[src/rtl/mix_mem_pkg.sv]
// Shared constants and types for the MIX core memory arbiter.
package mix_mem_pkg;

  localparam int AW        = 12;
  localparam int DW        = 31;
  localparam int MEM_DEPTH = 4096;

  localparam int REQ_CPU = 0;
  localparam int REQ_MOV = 1;
  localparam int REQ_IN  = 2;
  localparam int REQ_OUT = 3;

  typedef enum logic [1:0] {
    IDLE,
    LOCKED,
    FORCE_RELEASE
  } lock_state_t;

endpackage

[src/rtl/mem_arbiter_if.sv]
// Requester-side bus of the memory arbiter.
//
// Handshake: req[i] is a level request that the requester holds, with
// addr/we/wdata stable, until gnt[i] is seen. gnt[i] high in a cycle means
// the access is performed in that same cycle. For a read (we[i]=0),
// rvalid[i] pulses exactly one cycle after the grant with rdata valid.
// Writes complete on the grant cycle and never produce rvalid.
interface mem_arbiter_if #(
  parameter int N_REQ = 4,
  parameter int AW    = mix_mem_pkg::AW,
  parameter int DW    = mix_mem_pkg::DW
);

  logic [N_REQ-1:0]    req;
  logic [N_REQ-1:0]    lock;
  logic [N_REQ-1:0]    we;
  logic [N_REQ*AW-1:0] addr;
  logic [N_REQ*DW-1:0] wdata;
  logic [N_REQ-1:0]    gnt;
  logic [N_REQ-1:0]    rvalid;
  logic [DW-1:0]       rdata;

  modport master (
    output req, lock, we, addr, wdata,
    input  gnt, rvalid, rdata
  );

  modport slave (
    input  req, lock, we, addr, wdata,
    output gnt, rvalid, rdata
  );

endinterface

[src/rtl/mem_arbiter_prio_pick.sv]
// Combinational lowest-index-first picker: isolates the lowest set bit.
module prio_pick #(
  parameter int N = 4
) (
  input  logic [N-1:0] mask,
  output logic [N-1:0] onehot,
  output logic         any
);

  // Two's complement trick keeps only the lowest set bit of the mask.
  assign onehot = mask & (~mask + N'(1));
  assign any    = |mask;

endmodule

[src/rtl/mem_arbiter.sv]
// Single-port MIX core memory arbiter with aging and bounded lock bursts.
module mem_arbiter
  import mix_mem_pkg::*;
#(
  parameter int N_REQ    = 4,
  parameter int AW       = mix_mem_pkg::AW,
  parameter int DW       = mix_mem_pkg::DW,
  parameter int MAX_WAIT = 8,
  parameter int LOCK_MAX = 16
) (
  input  logic              clk,
  input  logic              reset,
  mem_arbiter_if.slave      bus,
  output logic [AW-1:0]     mem_addr,
  output logic              mem_we,
  output logic [DW-1:0]     mem_wdata,
  input  logic [DW-1:0]     mem_rdata,
  output logic [N_REQ-1:0]  urgent,
  output lock_state_t       lock_state
);

  localparam int IW = (N_REQ > 1) ? $clog2(N_REQ) : 1;
  localparam int CW = 8;

  lock_state_t      state, state_nxt;
  logic [IW-1:0]    owner, owner_nxt;
  logic [CW-1:0]    lock_cnt, lock_cnt_nxt;
  logic [7:0]       age [N_REQ];
  logic [N_REQ-1:0] rvalid_q;

  logic [N_REQ-1:0] urgent_v;
  logic [N_REQ-1:0] owner_bit;
  logic [N_REQ-1:0] excl;
  logic [N_REQ-1:0] cand;
  logic [N_REQ-1:0] urg_mask;
  logic [N_REQ-1:0] urg_pick;
  logic [N_REQ-1:0] plain_pick;
  logic             urg_any;
  logic             plain_any;
  logic             lock_active;
  logic             preempt;
  logic [N_REQ-1:0] gnt_v;
  logic [IW-1:0]    win_idx;

  // Urgency flags from the age counters; held low throughout reset.
  always_comb begin
    urgent_v = '0;
    for (int i = 0; i < N_REQ; i++) begin
      urgent_v[i] = (age[i] == 8'(MAX_WAIT)) && !reset;
    end
  end

  // Lock ownership qualification and the candidate mask for this cycle.
  always_comb begin
    owner_bit        = '0;
    owner_bit[owner] = 1'b1;
    lock_active      = (state == LOCKED) && bus.req[owner];
    preempt          = lock_active && (lock_cnt >= CW'(2)) &&
                       (|(urgent_v & bus.req & ~owner_bit));
    // After a burst hits its length limit the owner sits out one cycle,
    // unless nobody else wants the memory.
    excl = (state == FORCE_RELEASE) ? owner_bit : '0;
    cand = bus.req & ~excl;
    if (cand == '0) cand = bus.req;
  end

  assign urg_mask = cand & urgent_v;

  prio_pick #(.N(N_REQ)) u_pick_urgent (
    .mask   (urg_mask),
    .onehot (urg_pick),
    .any    (urg_any)
  );

  prio_pick #(.N(N_REQ)) u_pick_plain (
    .mask   (cand),
    .onehot (plain_pick),
    .any    (plain_any)
  );

  // Grant selection: lock owner, then urgent, then plain priority.
  always_comb begin
    gnt_v = '0;
    if (reset) begin
      gnt_v = '0;
    end else if (lock_active && !preempt) begin
      gnt_v = owner_bit;
    end else if (urg_any) begin
      gnt_v = urg_pick;
    end else if (plain_any) begin
      gnt_v = plain_pick;
    end
  end

  // Memory port mux driven by the winner; idle port presents zeros.
  always_comb begin
    mem_addr  = '0;
    mem_we    = 1'b0;
    mem_wdata = '0;
    win_idx   = '0;
    for (int i = 0; i < N_REQ; i++) begin
      if (gnt_v[i]) begin
        mem_addr  = bus.addr[i*AW +: AW];
        mem_we    = bus.we[i];
        mem_wdata = bus.wdata[i*DW +: DW];
        win_idx   = IW'(i);
      end
    end
  end

  // Lock FSM next state: continue, hit the length limit, or start a burst.
  always_comb begin
    state_nxt    = IDLE;
    owner_nxt    = owner;
    lock_cnt_nxt = '0;
    if (lock_active && !preempt) begin
      if (bus.lock[owner]) begin
        if (lock_cnt >= CW'(LOCK_MAX - 1)) begin
          state_nxt = FORCE_RELEASE;
        end else begin
          state_nxt    = LOCKED;
          lock_cnt_nxt = lock_cnt + CW'(1);
        end
      end
    end else if ((|(gnt_v & bus.lock)) &&
                 !((state == FORCE_RELEASE) && (gnt_v == owner_bit))) begin
      state_nxt    = LOCKED;
      owner_nxt    = win_idx;
      lock_cnt_nxt = CW'(1);
    end
  end

  // Lock FSM state register.
  always_ff @(posedge clk) begin
    if (reset) begin
      state    <= IDLE;
      owner    <= '0;
      lock_cnt <= '0;
    end else begin
      state    <= state_nxt;
      owner    <= owner_nxt;
      lock_cnt <= lock_cnt_nxt;
    end
  end

  // Per-requester age counters, saturating at the urgency threshold.
  always_ff @(posedge clk) begin
    for (int i = 0; i < N_REQ; i++) begin
      if (reset || !bus.req[i] || gnt_v[i]) begin
        age[i] <= '0;
      end else if (age[i] != 8'(MAX_WAIT)) begin
        age[i] <= age[i] + 8'd1;
      end
    end
  end

  // Read-response pipeline matching the one-cycle array latency.
  always_ff @(posedge clk) begin
    if (reset) rvalid_q <= '0;
    else       rvalid_q <= gnt_v & ~bus.we;
  end

  assign bus.gnt    = gnt_v;
  assign bus.rvalid = rvalid_q & {N_REQ{~reset}};
  assign bus.rdata  = mem_rdata;
  assign urgent     = urgent_v;
  assign lock_state = state;

endmodule

[src/flat_wrapper.sv]
// flat-port wrapper written by rule: the top's interface ports become plain ports
module mem_arbiter_flat import mix_mem_pkg::*;
#(
  parameter int N_REQ    = 4,
  parameter int AW       = mix_mem_pkg::AW,
  parameter int DW       = mix_mem_pkg::DW,
  parameter int MAX_WAIT = 8,
  parameter int LOCK_MAX = 16
)
  (clk, reset, mem_addr, mem_we, mem_wdata, mem_rdata, urgent, lock_state, bus_req, bus_lock, bus_we, bus_addr, bus_wdata, bus_gnt, bus_rvalid, bus_rdata);
  mem_arbiter_if #(.N_REQ(N_REQ), .AW(AW), .DW(DW)) bus_i ();
  input  logic clk;
  input  logic reset;
  output logic [AW-1:0] mem_addr;
  output logic mem_we;
  output logic [DW-1:0] mem_wdata;
  input  logic [DW-1:0] mem_rdata;
  output logic [N_REQ-1:0] urgent;
  output lock_state_t lock_state;
  input wire logic [$bits(bus_i.req)-1:0] bus_req;
  input wire logic [$bits(bus_i.lock)-1:0] bus_lock;
  input wire logic [$bits(bus_i.we)-1:0] bus_we;
  input wire logic [$bits(bus_i.addr)-1:0] bus_addr;
  input wire logic [$bits(bus_i.wdata)-1:0] bus_wdata;
  output wire logic [$bits(bus_i.gnt)-1:0] bus_gnt;
  output wire logic [$bits(bus_i.rvalid)-1:0] bus_rvalid;
  output wire logic [$bits(bus_i.rdata)-1:0] bus_rdata;
  assign bus_i.req = bus_req;
  assign bus_i.lock = bus_lock;
  assign bus_i.we = bus_we;
  assign bus_i.addr = bus_addr;
  assign bus_i.wdata = bus_wdata;
  assign bus_gnt = bus_i.gnt;
  assign bus_rvalid = bus_i.rvalid;
  assign bus_rdata = bus_i.rdata;
  mem_arbiter #(.N_REQ(N_REQ), .AW(AW), .DW(DW), .MAX_WAIT(MAX_WAIT), .LOCK_MAX(LOCK_MAX)) u_core (.clk(clk), .reset(reset), .bus(bus_i), .mem_addr(mem_addr), .mem_we(mem_we), .mem_wdata(mem_wdata), .mem_rdata(mem_rdata), .urgent(urgent), .lock_state(lock_state));
endmodule
[config.mk]
export PLATFORM = sky130hd
export DESIGN_NAME = mem_arbiter_flat
export DESIGN_NICKNAME = d
export VERILOG_FILES = /design/src/rtl/mix_mem_pkg.sv /design/src/rtl/mem_arbiter_if.sv /design/src/rtl/mem_arbiter_prio_pick.sv /design/src/rtl/mem_arbiter.sv /design/src/flat_wrapper.sv
export SDC_FILE = /design/constraint.sdc
export NUM_CORES = 1
export LEC_CHECK = 0
export ABC_AREA = 1
export BUFFER_PORTS_ARGS = -buffer_cell sky130_fd_sc_hd__buf_2
export CAP_MARGIN = 20
export CORE_AREA = 2 2 117 119
export CTS_BUF_LIST = sky130_fd_sc_hd__clkbuf_16
export DETAILED_ROUTE_END_ITERATION = 10
export DIE_AREA = 0 0 119 121
export PLACE_DENSITY = 0.67
export SLEW_MARGIN = 20
export SYNTH_ARGS = -nofsm -noshare
export SYNTH_HDL_FRONTEND = slang
export SYNTH_SLANG_ARGS = --single-unit
[constraint.sdc]
create_clock -name clk -period 2.8 [get_ports clk]
set_input_delay 0.56 -clock clk [delete_from_list [all_inputs] [get_ports clk]]
set_output_delay 0.56 -clock clk [all_outputs]
set_load 0.02 [all_outputs]
* Word level (Yosys, flattened, before mapping)
Memory sizes are Yosys's and may differ from the RTL's.
Cells that the tools add are included.
Widths: inputs -> output; s select.
** Storage, ports and cells
- Register bits after elaboration :: 16
- Latch bits :: 0
- Memory bits (writable) :: 32
- ROM bits :: 0
- Input port bits :: 217
- Output and inout port bits :: 89
- Logic and storage cells :: 138
- Memories kept :: 1
** Memories
- u_core.age :: depth 4, width 8, rd ports 4, clocked after memory_dff 0, write ports 4, RTL line mem_arbiter.sv:28 : logic [7:0] age [N_REQ];
** Operators by class
- Add/subtract/negate cells :: 7
- $mul :: 0
- Div/mod/pow operators :: 0
- Order comparisons :: 4
- Eq/ne operators :: 11
- Shifts and indexed selects :: 0
- Mux-type cells :: 59
- Bitwise operators :: 20
- Reductions and logical operators :: 32
** Operators with widths (count)
- $mux 31 :: 4
- $mux 8 :: 7
- $mux 12 :: 4
- $add 8x1->8 const B :: 5
- $and 4x4->4 :: 9
- $eq 8x4->1 const B :: 4
- $ne 8x4->1 const B :: 4
- $mux 1 :: 30
- $mux 4 :: 6
- $not 4->4 :: 5
- $reduce_or 4->1 :: 4
- $logic_and 1x1->1 :: 11
- $mux 2 :: 5
- $add 4x1->4 const B :: 2
- $ge 8x2->1 const B :: 1
- $ge 8x4->1 const B :: 1
- $logic_or 1x1->1 :: 8
- $logic_not 1->1 :: 7
- $bmux 1 s2 :: 2
- $eq 4x4->1 :: 1
- $logic_not 4->1 :: 1
- $or 1x1->1 :: 4
- $lt 2x3->1 const B :: 1
- $demux 1 s2 :: 1
- 5 further kinds :: 6

* Longest topological paths before layout
Gate-level depths: netlist of the first run.
- Depth in word-level cells :: 22
- Gate-level depth with buffers :: 22
- Gate-level depth less buffers :: 22

* Modules after synthesis
A second synthesis of the first run with hierarchy kept.
** Second synthesis, totals
- Cell total of the unflattened synthesis :: 682
- Area total of the unflattened synthesis :: 4774.6 um2
** Modules (own cells, without submodules)
- mem_arbiter :: instances 1, cells each 662, area each 4682.0 um2, seq. area each 1281.2 um2
- prio_pick :: instances 2, cells each 10, area each 46.3 um2, seq. area each 0.0 um2

* Least setup slack after synthesis of the first run
Ideal clock, no wire load.
- Path kind :: reg2out
- Start point :: memory u_core.age[0][0]
- End point :: output mem_we
- Arrival time :: 2.502 ns
- Data required time :: 2.240 ns
- Slack :: -0.262 ns
- Stages on the path, launching flop included :: 14
- Buffers on the path :: 0
- Cell sequence :: edfxtp_1 > inv_1 > ha_1 > nand3_1 > nor2_1 > inv_1 > nor2_1 > a21boi_1 > nor2_1 > nand2_2 > nand3_2 > inv_2 > nand2_1 > a311oi_1
** RTL lines
- from (decl) :: RTL line mem_arbiter.sv:28
- to (decl) :: RTL line flat_wrapper.sv:15 : output logic mem_we;

==> results of run 1 <==
layout by cell type, fill, tap and decap left out, types with 11 or more instances in the layout:
cell type,netlist,layout
nor2_1,81,64
nor2_2,5,15
dfxtp_1,16,13
buf_6,1,49
inv_2,9,15
buf_2,14,195
buf_4,34,145
nor2_4,4,11
nand2_2,13,43
inv_1,59,49
edfxtp_1,32,32
nand2_1,260,220
buf_12,0,12
nand3_1,22,20
nand2_4,3,12
nand4_1,51,51
worst max-delay path by stage:
stage | end | slack (ns) | depth (start not counted)
finish | mem_wdata[6] | -0.63 | 18
global route | mem_wdata[6] | -0.71 | 18
CTS | mem_wdata[6] | -0.48 | 18
detailed placement | mem_wdata[25] | -0.38 | 18
global placement | mem_wdata[25] | -0.37 | 18
floorplan | mem_wdata[21] | 0.01 | 17
cells by family (layout without fill, tap and decap cells):
| group | count (synthesis) | after routing | share of synthesized area (%) |
|---|---|---|---|
| AND/OR/NAND/NOR | 463 | 463 | 48.5 |
| flip-flops | 48 | 48 | 29.7 |
| adder cells (fa/ha/maj) | 10 | 10 | 2.90 |
| other | 1 | 4 | 0.0870 |
| XOR/XNOR | 12 | 12 | 2.44 |
| buffers and inverters | 117 | 487 | 13.7 |
| AO/OA/AOI/OAI | 19 | 19 | 2.56 |
stage by stage:
stage	worst slack [ns]	cells
2_1_floorplan	0.0102	673
3_3_place_gp	-0.368	1160
3_5_place_dp	-0.381	1160
4_1_cts	-0.480	1210
5_1_grt	-0.711	1219
6_report	-0.631	1219
report_power, final:
group          leakage [nW]  switching [W]  internal (W)  total (W)
clock network        0.0804       0.000289      0.000425   0.000715
registers             0.526      0.0000324      0.000785   0.000818
logic                  3.31        0.00115      0.000976    0.00213
total                  3.92        0.00147       0.00219    0.00366
metal layers:
layer	GRT usage (%)	share of wire [%]	up-vias
met5	0	0	-
met1	34.0	39	2682
met3	8.18	10	61
li1	-	-	2869
met2	46.6	47	325
met4	8.63	3.4	0
cells in the mapped netlist:
library cell and number:
nor3b_1 6, nor3_1 8, nand3_2 6, nor2_2 5, nand4_2 1, a21oi_1 8
xnor2_1 2, o21ai_1 2, xor2_1 10, nand2_4 3, nand2_1 260, nand3_1 22
a21boi_1 1, inv_1 59, dfxtp_1 16, nor2_8 1, buf_6 1, inv_2 9
a31o_2 1, nand2_2 13, or2_2 1, a22oi_1 1, nor2_1 81, nor2_4 4
buf_2 14, a311oi_1 1, conb_1 1, nor4_1 1, ha_1 10, nand4_1 51
o21ai_0 3, edfxtp_1 32, o22ai_1 2, buf_4 34
registers in the layout (all words and copies together) (netlist names):
signal / cells
u_core.lock_state: 2
u_core.owner: 2
u_core.rvalid_q: 4
u_core.age: 32
u_core.lock_cnt: 8
repair_timing:
action / 4_1_cts / 5_1_grt
pin swaps: 39 / 25
setup buffers: 36 / 10
cloned: 6 / 3
setup endpoints to repair: 48 / 77
resized for setup: 182 / 52
layout make-up:
class	count	area, µm²
timing repair buffer	409	3030
tap	176	220
multi-input combinational	508	2800
clock inverter	3	46.3
inverter	68	290
clock buffer	5	125
fill	1188	5250
timing repair inverter	2	28.8
sequential	48	1290
worst register-to-register path: stages (launching register included):
cell,delay (ns)
edfxtp_1,0.42
inv_2,0.11
ha_4,0.15
nand3_4,0.07
nor2_4,0.13
inv_2,0.06
buf_4,0.13
buf_4,0.12
buf_4,0.12
buf_4,0.12
buf_4,0.12
buf_4,0.12
buf_4,0.12
buf_4,0.12
buf_6,0.10
buf_6,0.10
buf_6,0.11
buf_6,0.11
buf_6,0.10
buf_6,0.10
buf_6,0.11
buf_6,0.11
buf_6,0.11
nand4_4,0.12
nor2_1,0.07
==> impl_metrics.py, run 1 <==
metrics = {
    "drt": {
        "drt-initial-drc-count": 453,
        "drc": 0,
        "num_vias": 5937,
        "wirelength_um": 21100,
        "firstDrtPassIters": 7,
        "viasPerCell": 4.87,
        "ant_nets": 0,
        "drt-wirelength-per-cell_um": 17.3,
    },
    "final_layout": {
        "drive_gt1_share_pct": 52.3,
        "stdcell_area_mm2": 0.00783,
        "area_delta_synth_final_pct": 81.8,
        "fin_util_pct": 59.8,
        "fin_nets": 1269,
        "diodes": 0,
    },
    "placement": {
        "dpl_cell_area_mm2": 0.00643,
        "dpl.hpwl_um": 15600,
        "place_congestion": 0.998,
        "port_buffers": 243,
    },
    "floorplanning": {
        "die_h_um": 121,
        "pin_count": 306,
        "rows": 42,
        "coreArea_mm2": 0.0131,
        "die_x_um": 119,
        "initial_core_util_pct": 32.9,
        "dieArea_mm2": 0.0144,
    },
    "sta": {
        "setup_viol": 56,
        "rsz0062_at_grt": "true",
        "hold_violations": 0,
        "fin_setup_tns_ns": -26.55,
        "skew_ns": 0.00622,
        "period_minus_slack_ns": 3.43,
        "slew_viol_final": 0,
        "period_share_pct": 123,
        "clock.fmax_mhz": 291,
        "worst_slack_ns": -0.631,
        "finalHoldWorstSlack_ns": 0.436,
    },
    "clock_network": {
        "cts-buffers-inserted": 5,
        "cts_tree": "done",
        "path_clk_slew_ns": 0.07,
        "cts_max_path_buffers": 2,
        "cts_sinks": 48,
        "insertion_delay_ns": 0.30,
        "h-tree-depth": 2,
        "clockRootBuffer": "clkbuf_16",
        "hold_buffers": 0,
    },
    "worst_hold_path": {
        "hold_depth": 2,
        "worstHoldEndpoint": "u_core.rvalid_q[1]",
        "hp-start": "bus_we[1]",
        "hp-class": "in2reg",
    },
    "global_route": {
        "antenna_found_initial": 0,
        "grt_usage_pct": 27.6,
        "grt_pass1_vias": 5777,
        "grt_max_degree": 23,
        "grt-ovfl-total": 0,
        "grt_pass1_wl_um": 30400,
    },
    "synth": {
        "ys_ff_latch": 48,
        "ys_top_cells_by_area": "nand2_1 (23%), edfxtp_1 (22%), dfxtp_1 (7.4%), nand4_1 (7.4%), nor2_1 (7.1%)",
        "ys_warn_count": 0,
        "syn_area_per_cell_um2": 6.43,
        "yosysTopAreaCell": "nand2_1",
        "synthDistinctLibCells": 34,
        "yosysSeqAreaShare_pct": 29.7,
        "synthCells": 670,
        "yosys.area.top_type_share_pct": 22.7,
        "syn-cell-area_mm2": 0.00431,
    },
    "pwr": {
        "power_leakage_nw": 3.92,
        "total_power_w": 0.00366,
        "p_per_area_mw_per_mm2": 467,
        "ir_worst_vdd_mv": 0.230,
    },
    "setup_path": {
        "reg2reg_depth": 24,
        "slowest_delay_ns": 0.42,
        "worstSetupStartpoint": "u_core.age[3][1]",
        "r2r_slack_ns": -0.47,
        "worstPathArrival_ns": 2.87,
        "cp-start-kind": "register",
        "reg2reg_to": "u_core.age[3][7]",
        "path_common_cell": "nor2_4",
        "worst_path_dominant_cell_family": "simple AND/OR/NAND/NOR gates",
        "crit_slowest_cell": "edfxtp_1",
        "path_cells": "inv_2 -> ha_4 -> nand3_4 -> nor2_4 -> inv_2 -> o21ai_2 -> nor2_2 -> nor2_2 -> nor2_4 -> buf_6 -> nor2_4 -> nand2_2 -> nand2_4 -> inv_8 -> buf_12 -> nand2_4 -> nand4_1 -> buf_6",
        "path_max_fanout": 6,
        "critical_path_class": "reg2out",
        "r2r-start": "u_core.age[3][1]",
        "end_kind": "primary output",
        "cp.buffers_inverters": 6,
        "cp.required_ns": 2.24,
    },
    "run_status": {
        "status": "finished with violations",
        "violations": "setup timing",
    },
    "job": {
        "cap_violations": 0,
    },
}
(Power assumes the default switching activity.)
==> run 2: changes to the inputs <==
CORE_AREA = 2 2 120 122   (was 2 2 117 119)
DIE_AREA = 0 0 122 124   (was 0 0 119 121)
PLACE_DENSITY = not set   (was 0.67)
SETUP_SLACK_MARGIN = 0.5   (was not set)
==> run 2 against run 1 <==
  * The flow still finishes with violations (setup timing)
  * Via count decreased by 2.8%
  * Total power decreased by 2.2%
  * Hold slack improved by 0.054 ns
  * Critical endpoint is now mem_wdata[21]
  * Highest routed layer unchanged
==> impl_metrics.py, run 2 (synthesis gave the netlist of run 1 again) <==
metrics = {
    "run_status": {
        "status": "finished with violations",
        "violations": "setup timing",
    },
    "setup_path": {
        "cp.required_ns": 2.24,
        "reg2reg_depth": 22,
        "end_kind": "primary output",
        "worstPathArrival_ns": 2.75,
        "path_max_fanout": 6,
        "critical_path_class": "reg2out",
        "cp-start-kind": "register",
    },
    "sta": {
        "hold_violations": 0,
        "slew_viol_final": 0,
        "skew_ns": 0.0102,
        "period_share_pct": 118,
        "clock.fmax_mhz": 302,
        "finalHoldWorstSlack_ns": 0.490,
        "rsz0062_at_grt": "true",
        "setup_viol": 56,
        "worst_slack_ns": -0.509,
        "period_minus_slack_ns": 3.31,
    },
    "floorplanning": {
        "die_x_um": 122,
        "die_h_um": 124,
        "pin_count": 306,
        "rows": 43,
        "initial_core_util_pct": 31.4,
        "dieArea_mm2": 0.0151,
        "coreArea_mm2": 0.0137,
    },
    "final_layout": {
        "drive_gt1_share_pct": 55.4,
        "fillers": 1266,
        "reg_top3": "u_core.age x32, u_core.lock_cnt x8, u_core.rvalid_q x4",
        "largest_reg_flops": 32,
        "fin_util_pct": 57.9,
        "area_delta_synth_final_pct": 84.3,
        "final_cell_mix": "nand2_1 (220), buf_2 (198), buf_4 (128), buf_6 (58), nor2_1 (52)",
        "largest_register": "u_core.age",
        "multi_input_area_mm2": 0.00304,
        "regArea_mm2": 0.00129,
        "final_common_cell": "nand2_1",
        "stdcell_area_mm2": 0.00794,
        "fin_nets": 1261,
    },
    "global_route": {
        "grt-ovfl-total": 0,
        "grt_pass1_vias": 5108,
        "grt_max_degree": 16,
        "grt_pass1_wl_um": 28800,
        "antenna_found_initial": 0,
        "grt_usage_pct": 25.9,
    },
    "job": {
        "cap_violations": 0,
    },
    "clock_network": {
        "insertion_delay_ns": 0.30,
        "clockRootBuffer": "clkbuf_16",
        "h-tree-depth": 2,
        "cts-buffers-inserted": 5,
        "path_clk_slew_ns": 0.07,
        "cts_tree": "done",
        "cts_max_path_buffers": 2,
        "cts_sinks": 48,
    },
    "drt": {
        "ant_nets": 0,
        "num_vias": 5772,
        "drt-wirelength-per-cell_um": 18.1,
        "drt-initial-drc-count": 308,
        "drc": 0,
        "firstDrtPassIters": 5,
        "wirelength_um": 22100,
        "viasPerCell": 4.75,
    },
    "pwr": {
        "ir_worst_vdd_mv": 0.458,
        "power_leakage_nw": 3.85,
        "p_per_area_mw_per_mm2": 451,
        "total_power_w": 0.00358,
    },
    "placement": {
        "dpl_cell_area_mm2": 0.00639,
        "port_buffers": 243,
        "post-place-ws_ns": -0.279,
        "dpl.hpwl_um": 17100,
        "place_congestion": 0.864,
    },
    "worst_hold_path": {
        "hp-class": "in2reg",
        "hold_depth": 2,
    },
}
[run 2: layout make-up]
| class | count | area share, % |
|---|---|---|
| diodes | 1 | 0.0315 |
| clock buffers | 5 | 1.58 |
| clock inverters | 3 | 0.189 |
| inverters | 68 | 3.78 |
| multi-input cells | 509 | 38.3 |
| flip-flops and latches | 48 | 16.3 |
| well taps | 180 | 2.84 |
| repair buffers | 400 | 36.8 |
| repair inverters | 2 | 0.252 |
[run 2: metrics by stage]
step,std cells,setup TNS [ns]
finish,1216,-22.36
global route,1215,-29.48
CTS,1187,-18.57
detailed placement,1153,-9.70
global placement,1153,-9.83
floorplan,673,0
[run 2: power by group]
part	internal [W]	total [W]	leakage, nW	switching [W]
sequential	0.000785	0.000811	0.526	0.0000253
combinational	0.000972	0.00217	3.25	0.00120
clock	0.000325	0.000597	0.0687	0.000272
[run 2: final timing paths]
kind | slack (ns) | end | start
max reg2reg | -0.34 | u_core.age[0][4] | u_core.age[0][0]
min | 0.49 | u_core.rvalid_q[2] | bus_we[2]
max | -0.51 | mem_wdata[21] | u_core.age[2][0]
min reg2reg | 0.53 | u_core.owner[0] | u_core.owner[0]
[run 2: critical path, stage by stage, from the launching register on]
cell      delay (ns)
edfxtp_1        0.35
inv_1           0.05
ha_2            0.17
nand2_1         0.06
nor2_1          0.04
buf_4           0.14
nand3_2         0.07
nand2_2         0.07
nor2_2          0.17
nor2_4          0.08
nor2_4          0.16
nand2_1         0.08
nand2_1         0.09
inv_2           0.07
nand2_8         0.09
clkinv_8        0.06
buf_12          0.14
buf_6           0.13
nand2_1         0.07
nand4_1         0.18
buf_6           0.19
[run 2: repair_timing]
item	4_1_cts	5_1_grt
hold buffers	0	0
setup buffers	21	28
endpoints found under the setup margin	117	120
cloned	5	0
pin swaps	36	41
gates resized for setup	133	135
[run 2: routing by layer]
metal	wire, µm	GRT usage, %	vias up
met5	0	0	-
met4	372	4.89	0
met3	3140	14.4	41
met2	9730	38.2	256
met1	8810	33.4	2626
li1	-	-	2849
==> run 3: changes to the inputs <==
CTS_BUF_LIST = not set   (was sky130_fd_sc_hd__clkbuf_16)
==> run 3 against run 2 <==
  * Critical path depth fell by 2
  * Count of clock-buffer cells in the layout rose by 1
  * Routed wire length fell by 1.2%
  * Cell count fell by 0.58%
  * Setup slack got worse by 0.039 ns
  * Hold slack got worse by 0.0063 ns
  * Via count fell by 0.14%
  * The flow still finishes with violations (setup timing)
  * Clock power rose by 0.7%
  * Flip-flop and latch count did not move
  * Core utilization fell by 0.33 points
  * Critical endpoint is now mem_wdata[27]
  * Sequential share of layout area rose by 0.061 points
==> impl_metrics.py, run 3 (synthesis gave the netlist of run 1 again) <==
metrics = {
    "final_layout": {
        "stdcell_area_mm2": 0.00789,
        "final_common_cell": "nand2_1",
        "final_cell_mix": "nand2_1 (216), buf_2 (195), buf_4 (119), buf_6 (66), nor2_1 (53)",
        "largest_reg_flops": 32,
        "largest_register": "u_core.age",
        "diodes": 0,
        "fin_util_pct": 57.5,
        "final_cells": 1209,
        "fin_nets": 1255,
        "area_delta_synth_final_pct": 83.2,
        "reg_top3": "u_core.age x32, u_core.lock_cnt x8, u_core.rvalid_q x4",
        "drive_gt1_share_pct": 54.9,
    },
    "clock_network": {
        "cts-buffers-inserted": 5,
        "h-tree-depth": 2,
        "cts_sinks": 48,
        "insertion_delay_ns": 0.29,
        "cts_max_path_buffers": 2,
        "clockRootBuffer": "clkbuf_16",
        "cts_tree": "done",
        "path_clk_slew_ns": 0.07,
    },
    "setup_path": {
        "cp-endpoint": "mem_wdata[27]",
        "reg2reg_depth": 25,
        "path_cells": "inv_2 -> ha_4 -> nand3_2 -> nor2_4 -> inv_2 -> o21ai_2 -> nor2_2 -> nor2_2 -> buf_4 -> nor2_4 -> inv_2 -> nand2_4 -> nand3_4 -> buf_12 -> inv_8 -> nand2_1 -> nand4_1 -> buf_4",
        "worstSetupStartpoint": "u_core.age[3][1]",
        "r2r_slack_ns": -0.46,
        "critical_path_class": "reg2out",
        "cp-start-kind": "register",
        "cp.required_ns": 2.24,
        "path_common_cell": "inv_2",
        "cp.buffers_inverters": 7,
        "path_max_fanout": 6,
        "end_kind": "primary output",
        "worstPathArrival_ns": 2.79,
        "r2r-start": "u_core.age[0][0]",
        "reg2reg_to": "u_core.age[0][4]",
        "worst_path_dominant_cell_family": "simple AND/OR/NAND/NOR gates",
        "crit_slowest_cell": "edfxtp_1",
        "slowest_delay_ns": 0.43,
        "crit_cells": 18,
    },
    "global_route": {
        "grt-ovfl-total": 0,
        "grt_usage_pct": 25.9,
        "grt_pass1_vias": 5124,
        "antenna_found_initial": 0,
        "grt_pass1_wl_um": 28900,
        "grt_max_degree": 16,
    },
    "run_status": {
        "violations": "setup timing",
        "status": "finished with violations",
    },
    "floorplanning": {
        "coreArea_mm2": 0.0137,
        "dieArea_mm2": 0.0151,
        "pin_count": 306,
        "die_x_um": 122,
        "die_h_um": 124,
        "initial_core_util_pct": 31.4,
        "rows": 43,
    },
    "pwr": {
        "power_leakage_nw": 3.84,
        "pwr-share-clk_pct": 17.0,
        "internal_power_w": 0.00205,
        "p_comb_share_pct": 60.1,
        "total_power_w": 0.00353,
        "p_seq_share_pct": 22.9,
        "switching_share_pct": 42.0,
        "switchingPower_w": 0.00148,
        "p_per_area_mw_per_mm2": 448,
        "ir_worst_vdd_mv": 0.444,
    },
    "sta": {
        "clock.fmax_mhz": 299,
        "hold_violations": 0,
        "finalHoldWorstSlack_ns": 0.484,
        "period_share_pct": 120,
        "rsz0062_at_grt": "true",
        "skew_ns": 0.00935,
        "period_minus_slack_ns": 3.35,
        "setup_viol": 56,
        "worst_slack_ns": -0.548,
        "slew_viol_final": 0,
    },
    "placement": {
        "place_congestion": 0.864,
        "dpl.hpwl_um": 17100,
        "port_buffers": 243,
        "dpl_cell_area_mm2": 0.00639,
        "dp_cells": 1153,
    },
    "drt": {
        "drt-initial-drc-count": 351,
        "wirelength_um": 21800,
        "num_vias": 5764,
        "drc": 0,
        "drt-wirelength-per-cell_um": 18.0,
        "firstDrtPassIters": 5,
        "ant_nets": 0,
        "viasPerCell": 4.77,
    },
    "worst_hold_path": {
        "hp-start": "bus_we[2]",
        "hold_depth": 2,
        "hp-class": "in2reg",
    },
    "job": {
        "cap_violations": 0,
    },
}
-- run 3: routing by layer --
metal  routed length [µm]  up-vias  GRT usage, %
met5                    0        -             0
met4                  433        0          4.89
met3                 2960       45          14.4
met2                 9470      249          38.4
met1                 8930     2628          33.4
li1                     -     2842             -
-- run 3: worst min-delay path by stage --
stage	endpoint	slack [ns]
2_1_floorplan	u_core.lock_cnt[0]	0.47
3_3_place_gp	u_core.lock_cnt[2]	0.52
3_5_place_dp	u_core.lock_cnt[2]	0.52
4_1_cts	u_core.rvalid_q[0]	0.50
5_1_grt	u_core.rvalid_q[2]	0.49
6_report	u_core.rvalid_q[2]	0.48
-- run 3: what timing repair did --
| item | in CTS | in global routing |
|---|---|---|
| gates resized for setup | 136 | 136 |
| cloned | 5 | 1 |
| setup endpoints to repair | 117 | 120 |
| buffers inserted | 23 | 19 |
| hold buffers | 0 | 0 |
| pin swaps | 35 | 50 |
-- run 3: layout make-up --
type                       count  area [µm²]
clock inverter                 2        11.3
fill                        1299        5830
sequential                    48        1290
clock buffer                   6         129
multi-input combinational    509        3030
inverter                      68         298
tap                          180         225
timing repair buffer         394        2890
timing repair inverter         2        17.5
-- run 3: metrics by stage --
stage,worst slack [ns],TNS (ns)
after floorplan,0.144,0
after global placement,-0.283,-9.83
after detailed placement,-0.279,-9.70
after CTS,-0.426,-18.57
after global routing,-0.638,-30.07
final,-0.548,-23.54
-- run 3: power groups by stage --
stage,Clock [W],Sequential (W),Combinational (W)
floorplan,0,0.000830,0.000897
global route,0.000635,0.000814,0.00226
finish,0.000601,0.000809,0.00212
global placement,0,0.000819,0.00161
CTS,0.000606,0.000808,0.00189
detailed placement,0,0.000820,0.00161
